[config.mk]
export PLATFORM = sky130hd
export DESIGN_NAME = ucircuit_accum
export DESIGN_NICKNAME = d
export VERILOG_FILES = /design/src/rtl/ucircuit_pkg.sv /design/src/rtl/ucircuit_sat_add.sv /design/src/rtl/ucircuit_accum.sv
export SDC_FILE = /design/constraint.sdc
export NUM_CORES = 1
export LEC_CHECK = 0
export CORE_MARGIN = 3
export CORE_UTILIZATION = 25
export DETAILED_ROUTE_END_ITERATION = 12
export PLACE_DENSITY = 0.51
export RECOVER_POWER = 25
export SYNTH_ARGS = -nofsm -noshare
export SYNTH_HDL_FRONTEND = slang
export SYNTH_HIERARCHICAL = 1
export SYNTH_SLANG_ARGS = --single-unit
[constraint.sdc]
create_clock -name Clk -period 2.2 [get_ports Clk]
set_input_delay 0.55 -clock Clk [delete_from_list [all_inputs] [get_ports Clk]]
set_output_delay 0.55 -clock Clk [all_outputs]
set_load 0.05 [all_outputs]
[src/rtl/ucircuit_pkg.sv]
// Shared definitions for the datapath circuit library:
// transaction mode encodings and overflow helpers.
package ucircuit_pkg;

    typedef enum logic [1:0] {
        MODE_ADD   = 2'b00,
        MODE_ACC   = 2'b01,
        MODE_LOAD  = 2'b10,
        MODE_CLEAR = 2'b11
    } mode_e;

    // Two's-complement overflow: operands agree in sign, result does not.
    function automatic logic signed_ovf(
        input logic x_msb,
        input logic y_msb,
        input logic s_msb
    );
        return (x_msb == y_msb) && (s_msb != x_msb);
    endfunction

    function automatic logic unsigned_ovf(input logic carry);
        return carry;
    endfunction

    function automatic logic mode_loads_sum(input mode_e m);
        return (m == MODE_ADD) || (m == MODE_LOAD);
    endfunction

endpackage

[src/rtl/ucircuit_sat_add.sv]
// Combinational DATAWIDTH adder returning the wrapped sum,
// the overflow flag and the value to clamp to on overflow.
module ucircuit_sat_add
    import ucircuit_pkg::*;
#(
    parameter int DATAWIDTH = 32,
    parameter int SIGNED    = 0
) (
    input  logic [DATAWIDTH-1:0] x,
    input  logic [DATAWIDTH-1:0] y,
    output logic [DATAWIDTH-1:0] sum,
    output logic                 ovf,
    output logic [DATAWIDTH-1:0] sat
);

    logic                 carry;
    logic [DATAWIDTH-1:0] pos_max;
    logic [DATAWIDTH-1:0] neg_min;

    always_comb begin
        pos_max = {1'b0, {(DATAWIDTH-1){1'b1}}};
        neg_min = {1'b1, {(DATAWIDTH-1){1'b0}}};
        {carry, sum} = {1'b0, x} + {1'b0, y};
        if (SIGNED != 0) begin
            ovf = signed_ovf(x[DATAWIDTH-1], y[DATAWIDTH-1],
                             sum[DATAWIDTH-1]);
            // Direction of a signed overflow follows the operand sign.
            sat = x[DATAWIDTH-1] ? neg_min : pos_max;
        end else begin
            ovf = unsigned_ovf(carry);
            sat = '1;
        end
    end

endmodule

[src/rtl/ucircuit_accum.sv]
// Widening adder/accumulator: stage 1 extends and adds a+b,
// stage 2 registers the sum or folds it into the accumulator.
module ucircuit_accum
    import ucircuit_pkg::*;
#(
    parameter int AWIDTH    = 8,
    parameter int BWIDTH    = 16,
    parameter int DATAWIDTH = 32,
    parameter int SIGNED    = 0,
    parameter int SATURATE  = 0
) (
    input  logic                 Clk,
    input  logic                 Rst,
    input  logic                 in_valid,
    input  logic [1:0]           mode,
    input  logic [AWIDTH-1:0]    a,
    input  logic [BWIDTH-1:0]    b,
    output logic [DATAWIDTH-1:0] c,
    output logic                 out_valid,
    output logic                 ovf
);

    localparam int MAXW = (AWIDTH > BWIDTH) ? AWIDTH : BWIDTH;
    localparam int APAD = DATAWIDTH - AWIDTH;
    localparam int BPAD = DATAWIDTH - BWIDTH;

    generate
        if (DATAWIDTH <= MAXW) begin : g_bad_width
            $fatal(1, "ucircuit_accum: DATAWIDTH must exceed operand widths");
        end
    endgenerate

    logic                 a_fill;
    logic                 b_fill;
    logic [DATAWIDTH-1:0] a_ext;
    logic [DATAWIDTH-1:0] b_ext;

    logic                 s1_valid_q, s1_valid_d;
    mode_e                s1_mode_q,  s1_mode_d;
    logic [DATAWIDTH-1:0] s1_sum_q,   s1_sum_d;

    logic [DATAWIDTH-1:0] c_q,         c_d;
    logic                 ovf_q,       ovf_d;
    logic                 out_valid_q, out_valid_d;

    logic [DATAWIDTH-1:0] acc_sum;
    logic                 acc_ovf;
    logic [DATAWIDTH-1:0] acc_sat;

    // Width margin guarantees a_ext + b_ext cannot overflow.
    always_comb begin
        a_fill = (SIGNED != 0) ? a[AWIDTH-1] : 1'b0;
        b_fill = (SIGNED != 0) ? b[BWIDTH-1] : 1'b0;
        a_ext  = {{APAD{a_fill}}, a};
        b_ext  = {{BPAD{b_fill}}, b};
    end

    always_comb begin
        s1_valid_d = in_valid;
        s1_mode_d  = s1_mode_q;
        s1_sum_d   = s1_sum_q;
        if (in_valid) begin
            s1_mode_d = mode_e'(mode);
            s1_sum_d  = a_ext + b_ext;
        end
    end

    ucircuit_sat_add #(
        .DATAWIDTH (DATAWIDTH),
        .SIGNED    (SIGNED)
    ) u_acc_add (
        .x   (c_q),
        .y   (s1_sum_q),
        .sum (acc_sum),
        .ovf (acc_ovf),
        .sat (acc_sat)
    );

    always_comb begin
        c_d         = c_q;
        ovf_d       = ovf_q;
        out_valid_d = s1_valid_q;
        if (s1_valid_q) begin
            unique case (s1_mode_q)
                MODE_ADD, MODE_LOAD: begin
                    c_d   = s1_sum_q;
                    ovf_d = 1'b0;
                end
                MODE_ACC: begin
                    c_d   = (SATURATE != 0 && acc_ovf) ? acc_sat : acc_sum;
                    ovf_d = acc_ovf;
                end
                MODE_CLEAR: begin
                    c_d   = '0;
                    ovf_d = 1'b0;
                end
                default: begin
                    c_d   = c_q;
                    ovf_d = ovf_q;
                end
            endcase
        end
    end

    always_ff @(posedge Clk) begin
        if (Rst) begin
            s1_valid_q  <= 1'b0;
            s1_mode_q   <= MODE_ADD;
            s1_sum_q    <= '0;
            c_q         <= '0;
            ovf_q       <= 1'b0;
            out_valid_q <= 1'b0;
        end else begin
            s1_valid_q  <= s1_valid_d;
            s1_mode_q   <= s1_mode_d;
            s1_sum_q    <= s1_sum_d;
            c_q         <= c_d;
            ovf_q       <= ovf_d;
            out_valid_q <= out_valid_d;
        end
    end

    assign c         = c_q;
    assign ovf       = ovf_q;
    assign out_valid = out_valid_q;

endmodule

==> impl_metrics.toml <==
[outcome]
status = "finished, violations left"
violations = "negative setup slack"

[cts]
clk-insertion-delay-late_ns = 0.31
hold_buffers = 0
clock_path_buffers = 2
clk_pin_slew_ns = 0.08
cts_max_level = 2
cts_tree = "built"
numClockSinks = 54
cts_buffers = 5
clockRootBuffer = "clkbuf_16"

[grt]
grt_pass1_wl_um = 24900
grt_use_total_pct = 14.9
grt_pass1_vias = 5251
antenna_found_initial = 0
grt_max_degree = 58
overflow = 0

[placed_design]
gp_congestion = 0.871
dpl.hpwl_um = 11500
port_buffers = 62
placed_area_um2 = 6590
preCtsSetupSlack_ns = -0.584
placed_cells = 1008

[finish]
final_cell_area_um2 = 7370
diodes = 0
fillerInstances = 1765
synthToLayoutAreaGrowth_pct = 60.4
register_area_um2 = 1150
drive_above_1_share_pct = 34.5
multi_input_area_um2 = 4000
nNetsFinal = 865
final_cell_count_no_fill = 1020

[detailed_routing]
dr.pass1.iters = 4
viasPerCell = 5.04
drt-wirelength-per-cell_um = 14.8
antenna_left = 0
drc = 0
wirelength_um = 15100
vias = 5137
drtIter0Drc = 213

[critical_path]
cp.required_ns = 2.44
worstPathCellList = "ha_4 > fa_2 > a211oi_2 > o211ai_1 > a21oi_2 > nor2_2 > a31o_2 > xor2_1 > nand3_1 > a21oi_1"
path_buf_inv = 0
start_kind = "flip-flop"
path_delay_family = "compound AO/OA/AOI/OAI gates"
crit_path_top_delay_cell = "fa_2"
crit_arrival_ns = 2.69
endpoint_kind = "flip-flop"
path_class = "flip-flop to flip-flop"
max_stage_delay_ns = 0.40
crit_path_max_fanout = 4

[sta]
fin_skew_ns = 0.0129
min_period_over_period_pct = 112
setup_viol_count_final = 18
max-slew-margin-rel_pct = 21.6
maxSlewViolCount = 0
max_freq_mhz = 407
worst_pin_slew_ns = 1.18
rsz0062_at_grt = "true"
setup_tns_ns = -2.51
period_minus_slack_ns = 2.46
layout_setup_ws_ns = -0.258
hold_viol_final = 0

[die]
die_w_um = 142
rows = 48
core-area_um2 = 17700
io_pins = 63
dieArea_um2 = 20000
die_y_um = 142
start_util_pct = 26.0

[power]
power.total_mw = 3.31
p_per_area_nw_per_um2 = 449
p_leak_nw = 3.11
irDropWorstVdd_uv = 409

[logic_synthesis]
synth_area_um2 = 4590
synth_warnings = 6
postSynthAreaPerCell_um2 = 7.67
syn_inst = 599

[job]
cap_violations = 0

[hold_path]
hp-class = "flip-flop to flip-flop"
==> path summary, 6_finish.rpt <==
kind                     start            endpoint  slack (ns)  depth (start not counted)
max          c[0]$_SDFFE_PP0P_  c[18]$_SDFFE_PP0P_       -0.26                         10
min           ovf$_SDFFE_PP0P_    ovf$_SDFFE_PP0P_        0.48                          2
max reg2reg  c[0]$_SDFFE_PP0P_  c[18]$_SDFFE_PP0P_       -0.26                         10
min reg2reg   ovf$_SDFFE_PP0P_    ovf$_SDFFE_PP0P_        0.48                          2
==> worst min-delay path, stage by stage (launching register included) <==
cell and delay, ns:
dfxtp_1 0.32, nand2b_1 0.07, a21oi_1 0.05
==> what timing repair did <==
action,4_1_cts,5_1_grt
resized for setup,67,56
setup endpoints to repair,26,31
setup buffers,4,4
pin swaps,29,26
==> flip-flops by register name (all words and copies together), names as in the netlist <==
register,flops
ovf,1
s1_sum_q,17
s1_mode_q,2
out_valid,1
out_valid_d,1
c,32
==> report_power, final <==
part           switching, mW  total, mW  internal [mW]
sequential            0.0604       1.09           1.03
combinational          0.631       1.25          0.617
clock                  0.421      0.968          0.547
==> through the flow <==
step / util [%] / hold slack, ns
floorplan: - / 0.445
global placement: 37.3 / 0.457
detailed placement: 37.3 / 0.474
CTS: 40.4 / 0.486
global route: 41.7 / 0.498
finish: 41.7 / 0.482
==> cell type report <==
class,instances,area share (%)
multi-input cells,515,54.3
repair buffers,206,23.4
flip-flops and latches,54,15.6
well taps,225,3.82
clock buffers,5,1.70
clock inverters,3,0.645
inverters,12,0.611
==> layer usage <==
layer	routed length, µm	part of all wire (%)	track usage (%)	vias to the layer above
li1	-	-	-	2610
met1	6960	46	19.4	2394
met2	7200	48	25.5	108
met3	612	4.1	2.36	25
met4	308	2.0	4.24	0
met5	0	0	0	-
==> layout by cell type (no fill, tap or decap), types with 6 or more instances in the layout <==
cell type	instances
nand3_1	38
buf_4	133
o21a_1	6
a21o_1	18
conb_1	15
xor2_1	13
o21ai_0	13
xnor2_1	16
inv_1	12
clkdlybuf4s50_1	42
nor2b_1	18
dfxtp_1	22
mux2i_1	6
a21oi_1	65
clkbuf_1	8
buf_6	8
dfxtp_2	21
and3_1	9
o211ai_1	12
a21oi_2	8
ha_4	16
dlymetal6s2s_1	9
dfxtp_4	11
nor2_1	44
nand2_1	31
nand2b_1	20
ha_1	21
nor3_1	8
a211oi_1	25
(Power assumes the default switching activity.)
==> RTL change: new RTL, config.mk and constraints unchanged <==
Register the inputs `in_valid`, `mode`, `a` and `b` before use. The logic sees them one clock later.
--- a/src/rtl/ucircuit_accum.sv
+++ b/src/rtl/ucircuit_accum.sv
@@ -24,6 +24,18 @@
     localparam int APAD = DATAWIDTH - AWIDTH;
     localparam int BPAD = DATAWIDTH - BWIDTH;
 
+    logic in_valid_q;
+    logic [1:0] mode_q;
+    logic [AWIDTH-1:0] a_q;
+    logic [BWIDTH-1:0] b_q;
+
+    always_ff @(posedge Clk) begin
+        in_valid_q <= in_valid;
+        mode_q     <= mode;
+        a_q        <= a;
+        b_q        <= b;
+    end
+
     generate
         if (DATAWIDTH <= MAXW) begin : g_bad_width
             $fatal(1, "ucircuit_accum: DATAWIDTH must exceed operand widths");
@@ -49,18 +61,18 @@
 
     // Width margin guarantees a_ext + b_ext cannot overflow.
     always_comb begin
-        a_fill = (SIGNED != 0) ? a[AWIDTH-1] : 1'b0;
-        b_fill = (SIGNED != 0) ? b[BWIDTH-1] : 1'b0;
-        a_ext  = {{APAD{a_fill}}, a};
-        b_ext  = {{BPAD{b_fill}}, b};
+        a_fill = (SIGNED != 0) ? a_q[AWIDTH-1] : 1'b0;
+        b_fill = (SIGNED != 0) ? b_q[BWIDTH-1] : 1'b0;
+        a_ext  = {{APAD{a_fill}}, a_q};
+        b_ext  = {{BPAD{b_fill}}, b_q};
     end
 
     always_comb begin
-        s1_valid_d = in_valid;
+        s1_valid_d = in_valid_q;
         s1_mode_d  = s1_mode_q;
         s1_sum_d   = s1_sum_q;
-        if (in_valid) begin
-            s1_mode_d = mode_e'(mode);
+        if (in_valid_q) begin
+            s1_mode_d = mode_e'(mode_q);
             s1_sum_d  = a_ext + b_ext;
         end
     end
Check against the original RTL: not equivalent (Yosys sat finds a counterexample within 4 cycles, from zero or initial values and one cycle with Rst high).
==> RTL change against the original RTL <==
Routed wire length fell by 2.4%. Largest power group is now sequential cells. Combinational power fell by 8%. Global-route usage fell by 1.5 points. Design area rose by 5.0%. Sequential cell count rose by 27. The flow still finishes with violations (setup timing). Synthesized area rose by 12%. Maximum frequency rose by 4.9%. Count of clock-buffer cells in the layout rose by 4. Largest cell class unchanged. Worst setup slack improved by 110 ps. Worst hold slack got worse by 13 ps. Power rose by 29%.
==> RTL change: results (changes against the original RTL) <==
| Metric | Value |
|---|---|
| Worst hold slack | 469 ps (-13.0 ps) |
| Leakage | 3.31 nW (+6.4%) |
| Final WL | 14700 um (-2.4%) |
| Maximum vdd drop | 0.383 mV (-6.1%) |
| Routed len/inst | 14.0 um (-5.6%) |
| Drt first pass iters | 5 (+1) |
| Worst-path clk slew | 70 ps |
| Vias in the first global route | 4919 (-6.3%) |
| Worst reg2reg path endpoint | c[28]$_SDFFE_PP0P_ |
| Setup Slack @ Placement | -228 ps (+356 ps) |
| Crit-path leading delay family | compound AO/OA/AOI/OAI gates |
| Setup WS post-layout | -144 ps (+114 ps) |
| Result of the run | complete, but fails checks |
| # fillers | 2010 (+14%) |
| Worst EP arrival | 2570 ps (-120 ps) |
| Port buffer count | 62 (unchanged) |
| H-tree depth | 3 (+1) |
| Gr usage total | 13.4% (-1.5 points) |
| CTS Root Cell | clkbuf_16 |
| Min-delay src | ovf$_SDFFE_PP0P_ |
| Largest net degree at the start of global routing | 58 (unchanged) |
| Slowest stage cell, crit path | dfxtp_2 |
| Clock Skew | 7.82 ps (-5.13 ps) |
| GP Congestion | 0.826 (-5.2%) |
| Antenna violations before repair | 0 (unchanged) |
| Layout cells sized above 1 | 31.3% (-3.2 points) |
| Mapped Cells | 620 (+3.5%) |
| Crit path max fanout | 4 (unchanged) |
| # setup viols final | 11 (-7) |
| CTS Buf Count | 9 (+4) |
| Inserted Diodes | 0 (unchanged) |
| First-pass GRT wire length | 24400 um (-1.8%) |
| Largest register FFs | 32 (unchanged) |
| DR iter-0 viols | 201 (-5.6%) |
| Slew @ Worst Pin | 568 ps (-608 ps) |
| Post-Place Cells | 1036 (+2.8%) |
| DP HPWL | 10900 um (-4.8%) |
| Ys Warns | 6 (unchanged) |
| R2R cell count | 10 (unchanged) |
| CTS max path bufs | 2 (unchanged) |
| Via count | 4992 (-2.8%) |
| Failing checks | setup timing |
| Hold Crit Depth | 2 (unchanged) |
| CP max stage delay | 320 ps (-80 ps) |
| Hold endpoint | ovf$_SDFFE_PP0P_ |
| Worst Hold Class | register to register |
| Insertion delay to the later sink of the worst-skew pair | 350 ps (+40 ps) |
| Nets | 856 (-1.0%) |
| Worst R2R Start | c[17]$_SDFFE_PP0P_ |
RTL change: cell type report:
type	instances	area [um2]	area share, %
multi-input combinational	508	3890	50.3
sequential	81	1690	21.8
timing repair buffer	171	1490	19.2
tap	265	332	4.28
clock buffer	9	225	2.91
clock inverter	7	61.3	0.792
inverter	14	52.6	0.679
RTL change: power breakdown:
part / internal (mW) / switching [mW] / total [mW]
combinational: 0.554 / 0.599 / 1.15
clock: 0.789 / 0.687 / 1.48
sequential: 1.55 / 0.0771 / 1.63
RTL change: what timing repair did:
item / 4_1_cts / 5_1_grt
hold buffers: 0 / 0
setup endpoints to repair: 22 / 30
buffers inserted: 2 / 4
gates resized for setup: 25 / 75
pin swaps: 23 / 42
RTL change: worst max-delay path by stage:
stage / start / endpoint / slack [ps] / depth (start not counted)
after floorplan: c[0]$_SDFFE_PP0P_ / c[28]$_SDFFE_PP0P_ / -100 / 10
after global placement: s1_sum_q[5]$_SDFFE_PP0P_ / c[30]$_SDFFE_PP0P_ / -250 / 10
after global routing: c[0]$_SDFFE_PP0P_ / c[16]$_SDFFE_PP0P_ / -270 / 11
after detailed placement: c[5]$_SDFFE_PP0P_ / c[30]$_SDFFE_PP0P_ / -230 / 10
final: c[17]$_SDFFE_PP0P_ / c[28]$_SDFFE_PP0P_ / -140 / 10
after CTS: c[0]$_SDFFE_PP0P_ / c[28]$_SDFFE_PP0P_ / -170 / 11
RTL change: layer usage:
layer,share of wire (%),vias to the layer above,track usage [%]
met5,0,-,0
met3,3.6,10,3.33
met1,50,2280,17.9
met4,0.72,0,2.70
met2,46,78,21.9
li1,-,2624,-
RTL change: through the flow:
step	setup TNS [ps]	area, um2
global route	-3080	7740
floorplan	-273	5310
finish	-724	7740
detailed placement	-2660	6920
CTS	-1890	7370
global placement	-2680	6920
